File: config.mk
export PLATFORM = sky130hd
export DESIGN_NAME = mem_arbiter
export DESIGN_NICKNAME = d
export VERILOG_FILES = /design/src/rtl/mem_arbiter.sv
export SDC_FILE = /design/constraint.sdc
export NUM_CORES = 1
export LEC_CHECK = 0
export ABC_AREA = 1
export CAP_MARGIN = 25
export CORE_MARGIN = 5
export CORE_UTILIZATION = 30
export DETAILED_ROUTE_END_ITERATION = 8
export PLACE_DENSITY = 0.71
export SYNTH_ARGS = -nofsm -noshare
export SYNTH_HDL_FRONTEND = slang
export SYNTH_SLANG_ARGS = --single-unit
export TNS_END_PERCENT = 50
File: constraint.sdc
create_clock -name clk -period 5.35 [get_ports clk]
set_clock_uncertainty 0.15 [all_clocks]
set_input_delay 1.605 -clock clk [delete_from_list [all_inputs] [get_ports clk]]
set_output_delay 1.605 -clock clk [all_outputs]
set_load 0.05 [all_outputs]
File: src/rtl/mem_arbiter.sv
// mem_arbiter: round-robin arbiter/sequencer sharing one DLX memory between
// the instruction-fetch port (port 0, read-only) and the load/store port
// (port 1, read/write). Each transaction runs IDLE -> BUSY -> RELEASE, so the
// memory always sees an enable low cycle between transactions.
// Optional feature: define MEM_ARB_TIMEOUT_EN to bound the wait for
// mem_data_ready to TIMEOUT_CYCLES; an expired transaction completes with err=1.
module mem_arbiter #(
    parameter int ADDRESS_SIZE   = 16,
    parameter int WORD_SIZE      = 32,
    parameter int TIMEOUT_CYCLES = 64
) (
    input  logic                    clk,
    input  logic                    rst,
    input  logic                    req0_valid,
    input  logic [ADDRESS_SIZE-1:0] req0_addr,
    output logic                    req0_done,
    output logic [WORD_SIZE-1:0]    req0_rdata,
    input  logic                    req1_valid,
    input  logic [ADDRESS_SIZE-1:0] req1_addr,
    input  logic                    req1_rnw,
    input  logic [WORD_SIZE-1:0]    req1_wdata,
    output logic                    req1_done,
    output logic [WORD_SIZE-1:0]    req1_rdata,
    output logic                    err,
    output logic [ADDRESS_SIZE-1:0] mem_address,
    output logic                    mem_enable,
    output logic                    mem_readnotwrite,
    output logic [WORD_SIZE-1:0]    mem_wdata,
    input  logic [WORD_SIZE-1:0]    mem_rdata,
    input  logic                    mem_data_ready
);

    typedef enum logic [1:0] {
        IDLE    = 2'd0,
        BUSY    = 2'd1,
        RELEASE = 2'd2
    } state_t;

    state_t               state;
    state_t               state_next;
    logic                 last_grant;  // port granted by the last completed transaction
    logic                 grant;       // port owning the transaction in flight
    logic                 pick;        // port chosen in IDLE
    logic                 start;
    logic                 finish;
    logic                 expire;
    logic [WORD_SIZE-1:0] rdata_in;

    // State register
    always_ff @(posedge clk or posedge rst) begin
        if (rst) begin
            state <= IDLE;
        end else begin
            state <= state_next;
        end
    end

    // Next-state logic
    always_comb begin
        state_next = state;
        case (state)
            IDLE:    if (start)  state_next = BUSY;
            BUSY:    if (finish) state_next = RELEASE;
            RELEASE: state_next = IDLE;
            default: state_next = IDLE;
        endcase
    end

    // Arbitration and completion decode; on a tie the port not granted last wins
    always_comb begin
        pick     = req1_valid && (!req0_valid || !last_grant);
        start    = (state == IDLE) && (req0_valid || req1_valid);
        finish   = (state == BUSY) && (mem_data_ready || expire);
        rdata_in = expire ? '0 : mem_rdata;
    end

`ifdef MEM_ARB_TIMEOUT_EN
    localparam int CNT_W = $clog2(TIMEOUT_CYCLES + 1);

    logic [CNT_W-1:0] timeout_cnt;

    // Count BUSY cycles spent waiting for data-ready; cleared when a grant starts
    always_ff @(posedge clk or posedge rst) begin
        if (rst) begin
            timeout_cnt <= '0;
        end else if (start) begin
            timeout_cnt <= '0;
        end else if ((state == BUSY) && !mem_data_ready) begin
            timeout_cnt <= timeout_cnt + CNT_W'(1);
        end
    end

    // Expiry fires on the cycle whose increment reaches TIMEOUT_CYCLES; data-ready wins
    assign expire = (state == BUSY) && !mem_data_ready &&
                    (timeout_cnt == CNT_W'(TIMEOUT_CYCLES - 1));

    // Error flag accompanies the done pulse of an expired transaction
    always_ff @(posedge clk or posedge rst) begin
        if (rst) begin
            err <= 1'b0;
        end else begin
            err <= expire;
        end
    end
`else
    // Without the timeout feature BUSY waits indefinitely: expiry is constant false
    assign expire = (TIMEOUT_CYCLES < 0);
    assign err    = 1'b0;
`endif

    // Memory-side registers, done pulses, read data and round-robin history
    always_ff @(posedge clk or posedge rst) begin
        if (rst) begin
            mem_address      <= '0;
            mem_enable       <= 1'b0;
            mem_readnotwrite <= 1'b0;
            mem_wdata        <= '0;
            req0_done        <= 1'b0;
            req1_done        <= 1'b0;
            req0_rdata       <= '0;
            req1_rdata       <= '0;
            last_grant       <= 1'b1;
            grant            <= 1'b0;
        end else begin
            req0_done <= 1'b0;
            req1_done <= 1'b0;
            case (state)
                IDLE: begin
                    if (start) begin
                        grant      <= pick;
                        mem_enable <= 1'b1;
                        if (pick) begin
                            mem_address      <= req1_addr;
                            mem_readnotwrite <= req1_rnw;
                            mem_wdata        <= req1_wdata;
                        end else begin
                            mem_address      <= req0_addr;
                            mem_readnotwrite <= 1'b1;
                        end
                    end
                end
                BUSY: begin
                    if (finish) begin
                        mem_enable <= 1'b0;
                        last_grant <= grant;
                        if (grant) begin
                            req1_done <= 1'b1;
                            if (mem_readnotwrite) begin
                                req1_rdata <= rdata_in;
                            end
                        end else begin
                            req0_done  <= 1'b1;
                            req0_rdata <= rdata_in;
                        end
                    end
                end
                default: begin
                    mem_enable <= 1'b0;
                end
            endcase
        end
    end

endmodule

==> results_dict.tcl <==
set metrics [dict create \
    fin_tns_setup_ps 0 \
    status "finished clean" \
    r2r_end "mem_wdata[24]" \
    fin_crit_ps 3450 \
    row_count 46 \
    hold_class "register to register" \
    hold_viol_final 0 \
    reg2reg_from "last_grant" \
    yosysWarnings 0 \
    place_inst 987 \
    grt_pass1_vias 4268 \
    via_count 4302 \
    die_area_mm2 0.0190 \
    maxCapViolCount 0 \
    grt_pass1_wl_mm 22.7 \
    synth_seq_cells 119 \
    r2r_slack_ps 3340 \
    ir_drop_mv 0.413 \
    fin_nets 892 \
    syn_inst 574 \
    critPathTopFamily "buffers and inverters" \
    clockBufferDepth 2 \
    drc 0 \
    grt_start_max_net_pins 53 \
    crit_chain "clkdlybuf4s50_1" \
    slowest_stage "clkdlybuf4s50_1" \
    die_width_um 138 \
    gr-total-overflow 0 \
    cts_tree "done" \
    vias_per_cell 4.22 \
    async_flop_share_pct 100 \
    synth_most_common_cell "nand2_1" \
    cts_made_buffers 17 \
    crit_path_start "mem_enable" \
    finalInstanceArea_mm2 0.00795 \
    area_growth_pct 62.1 \
    crit_buf_inv 1 \
    pre_cts_slack_ps 1610 \
    critPathMaxFanout 4 \
    htree_levels 4 \
    p_total_mw 5.94 \
    drtAntennaViolNets 0 \
    cts.clk_slew.worst_paths_ps 60 \
    endpoint_kind "primary output" \
    root_buffer "clkbuf_16" \
    max-slew-margin-rel_pct 43.6 \
    slowest_delay_ps 860 \
    leakage_nw 3.98 \
    critPathKind "register to primary output" \
    start_util_pct 30.8 \
    layout_setup_ws_ps 1900 \
    synth_enable_flop_cells 0 \
    drive_gt1_share_pct 6.48 \
    yosysSeqAreaShare_pct 60.7 \
    synthTopCellsByCount "276 x nand2_1, 118 x dfrtp_1, 68 x inv_1, 32 x nand3_1, 18 x o21ai_0" \
    ff2ff_path_depth 4 \
    insertion_delay_ps 400 \
    start_kind "register" \
    drt-wirelength-per-cell_um 14.4 \
    cts.hold.buffers_added 0 \
    p_per_area_mw_per_mm2 747 \
    finalSetupViolations 0 \
    final_core_util_pct 49.9 \
    fin_crit_sh_pct 64.5 \
    slew_violations 0 \
    die_h_um 138 \
    max_freq_mhz 290 \
    antenna_found_initial 0 \
    postCtsSetupBuffers 0 \
    dp_hpwl_mm 10.2 \
    worst_pin_slew_ps 843 \
    place_area_mm2 0.00726 \
    synth_cell_types 24 \
    diodes 0 \
    wl_mm 14.7 \
    cts.repair.resized 0 \
    netlist_area_mm2 0.00491 \
    hold_ws_ps 320 \
    rsz0062_at_grt "no" \
    cp.depth 1 \
    synth.avg_cell_area_um2 8.55 \
    syn_nets 676 \
    portBuffers 217 \
    cp.required_ps 3600 \
    ys.flop_type "dfrtp_1" \
    arrival_ps 1690 \
    cts.sinks 119 \
    gp_congestion 0.768 \
    yosys.area.top_type "dfrtp_1" \
    synth_top_area_share_pct 60.2 \
    fin_cells 1019 \
    endpoint "mem_enable" \
    drt_first_pass_iters 4 \
    grtUsageTotal_pct 15.5 \
    core_area_mm2 0.0159 \
    drt_first_iter_violations 179 \
    ios 219 \
    synthTopCellsByArea "dfrtp_1 60%, nand2_1 21%, inv_1 5.2%" \
]
-- cells in the final DEF, fill, tap and decap left out, drive strengths merged --
cell / n
nand2: 279
clkdlybuf4s50: 217
dfrtp: 118
inv: 71
nand3: 34
o21ai: 34
clkbuf: 20
nor2: 9
bufinv: 6
buf: 6
clkinvlp: 3
clkinv: 3
o31ai: 1
conb: 1
dfstp: 1
-- worst reg2reg max path, delay by kind of cell (launching register included) --
family	cells	cell delay, ps
and+or+nand+nor	2	800
DFF	1	380
buffers and inverters	1	380
AOI/OAI and AO/OA	1	200
-- power breakdown --
group / total (mW) / leakage (nW) / switching (mW) / internal [mW]
combinational: 3.07 / 2.17 / 2.11 / 0.954
sequential: 1.55 / 1.48 / 0.236 / 1.32
clock: 1.32 / 0.328 / 0.407 / 0.910
-- flip-flops by register name, indices dropped and copies added, names as in the netlist, 16 cells and up --
signal / cells
mem_wdata: 32
req0_rdata: 32
req1_rdata: 32
mem_address: 16
-- kinds of logic (layout without fill, tap and decap cells) --
kind of cell	Yosys count	count (layout)	share of synthesized area (%)
flip-flops	119	119	60.7
AO/OA/AOI/OAI	35	35	3.62
buffers and inverters	97	326	9.00
other	1	1	0.0764
AND/OR/NAND/NOR	322	322	26.6
-- worst min-delay path by stage --
stage	start	to	slack, ps	cells after the start
floorplan	last_grant	last_grant	320	2
global placement	req0_rdata[24]	req0_rdata[24]	300	2
detailed placement	req0_rdata[28]	req0_rdata[28]	310	2
CTS	req0_rdata[28]	req0_rdata[28]	320	2
global route	mem_address[1]	mem_address[1]	340	2
finish	req1_rdata[3]	req1_rdata[3]	320	2
-- final cells by class --
cell class	count	area [um2]
Fill cell	1495	7990
Sequential cell	119	2980
Multi-Input combinational cell	358	1490
Tap cell	216	270
Timing Repair Buffer	223	2260
Clock buffer	20	467
Inverter	71	272
Clock inverter	12	221
-- metal layers --
metal / wire [um] / vias up / GRT usage (%)
li1: - / 2161 / -
met1: 6060 / 1974 / 18.8
met4: 131 / 0 / 3.95
met5: 0 / - / 0
met3: 1780 / 11 / 8.09
met2: 6690 / 156 / 24.3
No activity file was read; power rests on OpenSTA's default activity.
